## src/rtl/alu_issue_sequencer_if.sv

```systemverilog
// Issue/capture bus between an upstream source, the sequencer and the ALU.
// Latency: none (wires only).
// Backpressure: in_valid/in_ready on the request side, out_valid/out_ready on the result side.
interface alu_issue_sequencer_if #(
  parameter int WIDTH = 32
);
  // request side
  logic             in_valid;
  logic             in_ready;
  logic [WIDTH-1:0] in_a;
  logic [WIDTH-1:0] in_b;
  logic [2:0]       in_cmd;
  // ALU drive and return
  logic [WIDTH-1:0] alu_operandA;
  logic [WIDTH-1:0] alu_operandB;
  logic [2:0]       alu_command;
  logic [WIDTH-1:0] alu_result;
  logic             alu_carryout;
  logic             alu_zero;
  logic             alu_overflow;
  // result side
  logic             out_valid;
  logic             out_ready;
  logic [WIDTH-1:0] out_result;
  logic [2:0]       out_cmd;
  logic             out_carryout;
  logic             out_zero;
  logic             out_overflow;
  // status
  logic             sticky_overflow;
  logic             clear_sticky;
  logic             busy;

  // sequencer side
  modport slave (
    input  in_valid, in_a, in_b, in_cmd,
    input  alu_result, alu_carryout, alu_zero, alu_overflow,
    input  out_ready, clear_sticky,
    output in_ready,
    output alu_operandA, alu_operandB, alu_command,
    output out_valid, out_result, out_cmd, out_carryout, out_zero, out_overflow,
    output sticky_overflow, busy
  );

  // environment side: upstream source, ALU and result consumer
  modport master (
    output in_valid, in_a, in_b, in_cmd,
    output alu_result, alu_carryout, alu_zero, alu_overflow,
    output out_ready, clear_sticky,
    input  in_ready,
    input  alu_operandA, alu_operandB, alu_command,
    input  out_valid, out_result, out_cmd, out_carryout, out_zero, out_overflow,
    input  sticky_overflow, busy
  );
endinterface

```

## src/rtl/alu_issue_sequencer.sv

```systemverilog
// Registers one ALU operation, holds the ALU inputs while the slow ALU settles, then captures result and flags.
// Latency: exactly SETTLE_CYCLES edges from accept to out_valid; one op per SETTLE_CYCLES+1 edges sustained.
// Backpressure: in_ready only in IDLE or in DONE with out_ready; results and ALU inputs hold while out_ready is low.
module alu_issue_sequencer #(
  parameter int WIDTH         = 32,
  parameter int SETTLE_CYCLES = 4,
  parameter int CNT_W         = 4
) (
  input logic                  clk,
  input logic                  rst_n,
  alu_issue_sequencer_if.slave bus
);

  localparam logic [1:0]       S_IDLE   = 2'd0;
  localparam logic [1:0]       S_SETTLE = 2'd1;
  localparam logic [1:0]       S_DONE   = 2'd2;
  localparam logic [CNT_W-1:0] CNT_LOAD = CNT_W'(SETTLE_CYCLES - 1);

  logic [1:0]       state_q, state_d;
  logic [CNT_W-1:0] cnt_q, cnt_d;
  logic [WIDTH-1:0] opa_q, opa_d;
  logic [WIDTH-1:0] opb_q, opb_d;
  logic [2:0]       cmd_q, cmd_d;
  logic [WIDTH-1:0] res_q, res_d;
  logic [2:0]       ocmd_q, ocmd_d;
  logic             oc_q, oc_d;
  logic             oz_q, oz_d;
  logic             ov_q, ov_d;
  logic             ovld_q, ovld_d;
  logic             sticky_q, sticky_d;

  logic accept;
  logic capture;
  logic arith_cmd;
  logic masked_ov;

  // A finished result may retire and a new request enter on the same edge.
  assign bus.in_ready = (state_q == S_IDLE) | ((state_q == S_DONE) & bus.out_ready);
  assign accept       = bus.in_valid & bus.in_ready;
  assign capture      = (state_q == S_SETTLE) && (cnt_q == '0);
  // Carry and overflow only mean something for add, sub and slt.
  assign arith_cmd    = (cmd_q == 3'b000) | (cmd_q == 3'b001) | (cmd_q == 3'b011);
  assign masked_ov    = arith_cmd & bus.alu_overflow;

  // Next-state: settle countdown, capture, retire, and (re)load on accept.
  always_comb begin
    state_d  = state_q;
    cnt_d    = cnt_q;
    opa_d    = opa_q;
    opb_d    = opb_q;
    cmd_d    = cmd_q;
    res_d    = res_q;
    ocmd_d   = ocmd_q;
    oc_d     = oc_q;
    oz_d     = oz_q;
    ov_d     = ov_q;
    ovld_d   = ovld_q;
    sticky_d = sticky_q;

    case (state_q)
      S_IDLE: ;
      S_SETTLE: begin
        if (capture) begin
          res_d   = bus.alu_result;
          ocmd_d  = cmd_q;
          oc_d    = arith_cmd & bus.alu_carryout;
          oz_d    = bus.alu_zero;
          ov_d    = masked_ov;
          ovld_d  = 1'b1;
          state_d = S_DONE;
        end else begin
          cnt_d = cnt_q - 1'b1;
        end
      end
      S_DONE: begin
        if (bus.out_ready) begin
          ovld_d  = 1'b0;
          state_d = S_IDLE;
        end
      end
      default: state_d = S_IDLE;
    endcase

    // accept is only possible in IDLE or retiring DONE, so it overrides the state choice above
    if (accept) begin
      opa_d   = bus.in_a;
      opb_d   = bus.in_b;
      cmd_d   = bus.in_cmd;
      cnt_d   = CNT_LOAD;
      state_d = S_SETTLE;
    end

    // a capture that sets the bit beats a coincident clear
    if (capture && masked_ov) begin
      sticky_d = 1'b1;
    end else if (bus.clear_sticky) begin
      sticky_d = 1'b0;
    end
  end

  // State registers; reset discards any in-flight operation.
  always_ff @(posedge clk or negedge rst_n) begin
    if (!rst_n) begin
      state_q  <= S_IDLE;
      cnt_q    <= '0;
      opa_q    <= '0;
      opb_q    <= '0;
      cmd_q    <= '0;
      res_q    <= '0;
      ocmd_q   <= '0;
      oc_q     <= 1'b0;
      oz_q     <= 1'b0;
      ov_q     <= 1'b0;
      ovld_q   <= 1'b0;
      sticky_q <= 1'b0;
    end else begin
      state_q  <= state_d;
      cnt_q    <= cnt_d;
      opa_q    <= opa_d;
      opb_q    <= opb_d;
      cmd_q    <= cmd_d;
      res_q    <= res_d;
      ocmd_q   <= ocmd_d;
      oc_q     <= oc_d;
      oz_q     <= oz_d;
      ov_q     <= ov_d;
      ovld_q   <= ovld_d;
      sticky_q <= sticky_d;
    end
  end

  assign bus.alu_operandA    = opa_q;
  assign bus.alu_operandB    = opb_q;
  assign bus.alu_command     = cmd_q;
  assign bus.out_valid       = ovld_q;
  assign bus.out_result      = res_q;
  assign bus.out_cmd         = ocmd_q;
  assign bus.out_carryout    = oc_q;
  assign bus.out_zero        = oz_q;
  assign bus.out_overflow    = ov_q;
  assign bus.sticky_overflow = sticky_q;
  assign bus.busy            = (state_q == S_SETTLE) | (state_q == S_DONE);

endmodule

```

## src/flat_wrapper.sv

```systemverilog
// flat-port wrapper written by rule: the top's interface ports become plain ports
module alu_issue_sequencer_flat 
#(
  parameter int WIDTH         = 32,
  parameter int SETTLE_CYCLES = 4,
  parameter int CNT_W         = 4
)
  (clk, rst_n, bus_in_valid, bus_in_a, bus_in_b, bus_in_cmd, bus_alu_result, bus_alu_carryout, bus_alu_zero, bus_alu_overflow, bus_out_ready, bus_clear_sticky, bus_in_ready, bus_alu_operandA, bus_alu_operandB, bus_alu_command, bus_out_valid, bus_out_result, bus_out_cmd, bus_out_carryout, bus_out_zero, bus_out_overflow, bus_sticky_overflow, bus_busy);
  alu_issue_sequencer_if #(.WIDTH(WIDTH)) bus_i ();
  input logic clk;
  input logic rst_n;
  input wire logic [$bits(bus_i.in_valid)-1:0] bus_in_valid;
  input wire logic [$bits(bus_i.in_a)-1:0] bus_in_a;
  input wire logic [$bits(bus_i.in_b)-1:0] bus_in_b;
  input wire logic [$bits(bus_i.in_cmd)-1:0] bus_in_cmd;
  input wire logic [$bits(bus_i.alu_result)-1:0] bus_alu_result;
  input wire logic [$bits(bus_i.alu_carryout)-1:0] bus_alu_carryout;
  input wire logic [$bits(bus_i.alu_zero)-1:0] bus_alu_zero;
  input wire logic [$bits(bus_i.alu_overflow)-1:0] bus_alu_overflow;
  input wire logic [$bits(bus_i.out_ready)-1:0] bus_out_ready;
  input wire logic [$bits(bus_i.clear_sticky)-1:0] bus_clear_sticky;
  output wire logic [$bits(bus_i.in_ready)-1:0] bus_in_ready;
  output wire logic [$bits(bus_i.alu_operandA)-1:0] bus_alu_operandA;
  output wire logic [$bits(bus_i.alu_operandB)-1:0] bus_alu_operandB;
  output wire logic [$bits(bus_i.alu_command)-1:0] bus_alu_command;
  output wire logic [$bits(bus_i.out_valid)-1:0] bus_out_valid;
  output wire logic [$bits(bus_i.out_result)-1:0] bus_out_result;
  output wire logic [$bits(bus_i.out_cmd)-1:0] bus_out_cmd;
  output wire logic [$bits(bus_i.out_carryout)-1:0] bus_out_carryout;
  output wire logic [$bits(bus_i.out_zero)-1:0] bus_out_zero;
  output wire logic [$bits(bus_i.out_overflow)-1:0] bus_out_overflow;
  output wire logic [$bits(bus_i.sticky_overflow)-1:0] bus_sticky_overflow;
  output wire logic [$bits(bus_i.busy)-1:0] bus_busy;
  assign bus_i.in_valid = bus_in_valid;
  assign bus_i.in_a = bus_in_a;
  assign bus_i.in_b = bus_in_b;
  assign bus_i.in_cmd = bus_in_cmd;
  assign bus_i.alu_result = bus_alu_result;
  assign bus_i.alu_carryout = bus_alu_carryout;
  assign bus_i.alu_zero = bus_alu_zero;
  assign bus_i.alu_overflow = bus_alu_overflow;
  assign bus_i.out_ready = bus_out_ready;
  assign bus_i.clear_sticky = bus_clear_sticky;
  assign bus_in_ready = bus_i.in_ready;
  assign bus_alu_operandA = bus_i.alu_operandA;
  assign bus_alu_operandB = bus_i.alu_operandB;
  assign bus_alu_command = bus_i.alu_command;
  assign bus_out_valid = bus_i.out_valid;
  assign bus_out_result = bus_i.out_result;
  assign bus_out_cmd = bus_i.out_cmd;
  assign bus_out_carryout = bus_i.out_carryout;
  assign bus_out_zero = bus_i.out_zero;
  assign bus_out_overflow = bus_i.out_overflow;
  assign bus_sticky_overflow = bus_i.sticky_overflow;
  assign bus_busy = bus_i.busy;
  alu_issue_sequencer #(.WIDTH(WIDTH), .SETTLE_CYCLES(SETTLE_CYCLES), .CNT_W(CNT_W)) u_core (.clk(clk), .rst_n(rst_n), .bus(bus_i));
endmodule
```

## config.mk

```make
export PLATFORM = sky130hd
export DESIGN_NAME = alu_issue_sequencer_flat
export DESIGN_NICKNAME = d
export VERILOG_FILES = /design/src/rtl/alu_issue_sequencer_if.sv /design/src/rtl/alu_issue_sequencer.sv /design/src/flat_wrapper.sv
export SDC_FILE = /design/constraint.sdc
export NUM_CORES = 1
export LEC_CHECK = 0
export ABC_AREA = 1
export CORE_AREA = 2 2 92 117
export CTS_BUF_LIST = sky130_fd_sc_hd__clkbuf_4
export CTS_CLUSTER_SIZE = 16
export DETAILED_ROUTE_END_ITERATION = 10
export DIE_AREA = 0 0 94 119
export PLACE_DENSITY = 0.9
export SETUP_SLACK_MARGIN = 0.15
export SKIP_CTS_REPAIR_TIMING = 1
export SYNTH_ARGS = -nofsm -noshare
export SYNTH_HDL_FRONTEND = slang
export SYNTH_SLANG_ARGS = --single-unit
export TNS_END_PERCENT = 10
```

## constraint.sdc

```tcl
create_clock -name clk -period 2.16 [get_ports clk]
set_clock_uncertainty 0.05 [all_clocks]
set_input_delay 0.648 -clock clk [delete_from_list [all_inputs] [get_ports clk]]
set_output_delay 0.648 -clock clk [all_outputs]
set_load 0.02 [all_outputs]
```

==> flow_summary_export.csv <==
group,metric,value,unit
grt,grt_pass1_wl,19400,um
setup_path,path_max_fanout,3,
min_path,hold_path_class,"in -> async",
timing,setup_violations,0,
yosys,synth_cells,506,
timing,max_freq,0.464,GHz
setup_path,crit_family,"flip-flops",
yosys,avgSynthCellArea,8.79,um2
setup_path,crit_chain,"inv_2 -> ha_2 -> nand2_1 -> nand2_1 -> buf_4",
final_layout,fill_cells,715,
detailed_routing,via_per_inst,4.73,
setup_path,crit_path_start_kind,"flop",
detailed_routing,wl_per_cell,14.6,um
final_layout,finish.net_count,836,
outcome,outcome,"finished clean",
timing,worst_pin_slew,600,ps
die,rows,42,
pwr,p_leak,4.74,nW
final_layout,layout_commonest_cell,"nand2_1",
clock_network,clk_path_buf_depth,2,
placement,port_buffers,215,
die,start_util,0.434,
yosys,synth-seq-area-share,0.636,
timing,fin_ws,6.93,ps
placement,dpl.cell_count,838,
grt,grt_pass1_vias,4161,
timing,relSlewSlack,0.600,
grt,grt_max_degree,114,
pwr,power,10.5,mW
timing,fin_crit_sh,0.997,
setup_path,required,1460,ps
setup_path,critPathMostFrequentCell,"nand2_1",
detailed_routing,routed_wl,12700,um
setup_path,cp_slowest_cell,"dfrtp_1",
final_layout,drive_above_1_share,0.0664,
final_layout,fin_util,0.705,
die,die_y,119,um
clock_network,cts_buffers,17,
clock_network,clk_pin_slew,110,ps
pwr,power.density,1460,nW/um2
setup_path,critical_path_class,"reg -> out",
yosys,synth.distinct_cells,19,
clock_network,cts_sinks,113,
final_layout,area_growth,62.6,%
placement,place.gp.congestion,0.816,
clock_network,clock_latency,490,ps
die,die_w,94,um
detailed_routing,dr.first_iter.drc_count,151,
yosys,synth_nets,617,
timing,rsz0062_at_grt,"true",
detailed_routing,drc_errors,0,
placement,dpl.hpwl,8900,um
yosys,synth_seq_cells,113,
final_layout,multiInputGateArea,1420,um2
timing,fin_tns_setup,0,ps
run,drv_cap,0,
pwr,irDropWorstVdd,0.940,mV
detailed_routing,vias,4116,
die,pin_count,216,
setup_path,cp_num_buf_inv,2,
final_layout,diodes,0,
setup_path,endpoint_kind,"primary output",
clock_network,cts_root_buffer,"clkbuf_4",
grt,gr-total-overflow,0,
setup_path,critical_path.max_stage_delay,420,ps
clock_network,cts_tree,"built",
clock_network,htree_levels,4,
timing,finalCriticalPeriod,2150,ps
placement,dp_slack,-412,ps
final_layout,layout_common_cells,"nand2_1 (330), dfrtp_1 (113), dlymetal6s2s_1 (107), clkdlybuf4s50_1 (105), clkbuf_4 (18)",
timing,hold_ws,149,ps
final_layout,design_area,7230,um2
yosys,yosys_warnings,0,
placement,placed_cell_area,6710,um2
detailed_routing,first_pass_iters,4,
grt,antenna_found_initial,0,
setup_path,cp.arrival,1460,ps
die,coreArea,10200,um2
final_layout,seq_area,2830,um2
die,dieArea,11200,um2
detailed_routing,ant_nets,0,
grt,grt_usage,0.223,
final_layout,fin_cells,870,
timing,finalHoldViolations,0,
timing,slew_viol_final,0,
yosys,syn_area,4450,um2
area by class of cell:
type,count,area share
multi-input combinational,357,0.196
timing repair buffer,223,0.348
tap,132,0.0228
clock buffer,18,0.0187
clock inverter,14,0.0164
inverter,13,0.00675
sequential,113,0.391
path summary, 6_finish.rpt:
check / start / endpoint / slack, ps / cells after the start
max in group asynchronous: rst_n / u_core.bus.alu_operandB[5] / 1440 / 2
hold reg to reg: u_core.bus.out_result[24] / u_core.bus.out_result[24] / 430 / 2
min in group clk: u_core.bus.out_result[24] / u_core.bus.out_result[24] / 430 / 2
setup reg to reg: u_core.cnt_q[0] / u_core.bus.sticky_overflow / 390 / 7
setup / recovery: u_core.state_q[0] / bus_in_ready / 7 / 5
hold / removal: rst_n / u_core.bus.out_result[16] / 150 / 2
where the power goes:
group          leakage, nW  switching (mW)  internal, mW
sequential            1.40           0.571          3.13
combinational         3.21            3.13          2.32
clock                0.123           0.814         0.573
total                 4.74            4.52          6.02
kinds of logic (layout without fill, tap and decap cells):
kind of cell | count (synthesis) | count (layout) | share of synthesized area
fa+ha+maj | 4 | 4 | 0.0113
simple gates | 343 | 343 | 0.294
compound gates | 9 | 9 | 0.0107
flops | 113 | 113 | 0.636
xor+xnor | 1 | 1 | 0.00197
buf+inv | 36 | 268 | 0.0459
cell usage after synthesis:
| cell | number | area, um2 |
|---|---|---|
| nor2_1 | 3 | 11.3 |
| inv_2 | 2 | 7.51 |
| nand4_1 | 1 | 6.26 |
| nand2_1 | 331 | 1240 |
| nand3_1 | 5 | 25.0 |
| xor2_1 | 1 | 8.76 |
| clkbuf_1 | 4 | 15.0 |
| nor2_2 | 1 | 6.26 |
| nor2_4 | 1 | 11.3 |
| buf_6 | 6 | 67.6 |
| nand2_2 | 1 | 6.26 |
| o21ai_0 | 6 | 30.0 |
| ha_1 | 4 | 50.1 |
| o211ai_1 | 1 | 7.51 |
| buf_4 | 3 | 22.5 |
| dfrtp_1 | 113 | 2830 |
| a21oi_1 | 2 | 10.0 |
| inv_1 | 11 | 41.3 |
| buf_2 | 10 | 50.1 |
layer usage:
metal,part of all wire,track usage,vias up
met5,0,0,-
met1,0.37,0.249,1939
met2,0.52,0.386,185
met4,0.022,0.0842,0
met3,0.082,0.0778,25
li1,-,-,1967
registers in the layout, summed over array words and instances (netlist names), 2 cells and up:
name / flops
u_core.bus.alu_command: 3
u_core.bus.alu_operandA: 32
u_core.bus.alu_operandB: 32
u_core.bus.out_cmd: 3
u_core.bus.out_result: 32
u_core.cnt_q: 4
u_core.state_q: 2
No activity file was read; power rests on OpenSTA's default activity.
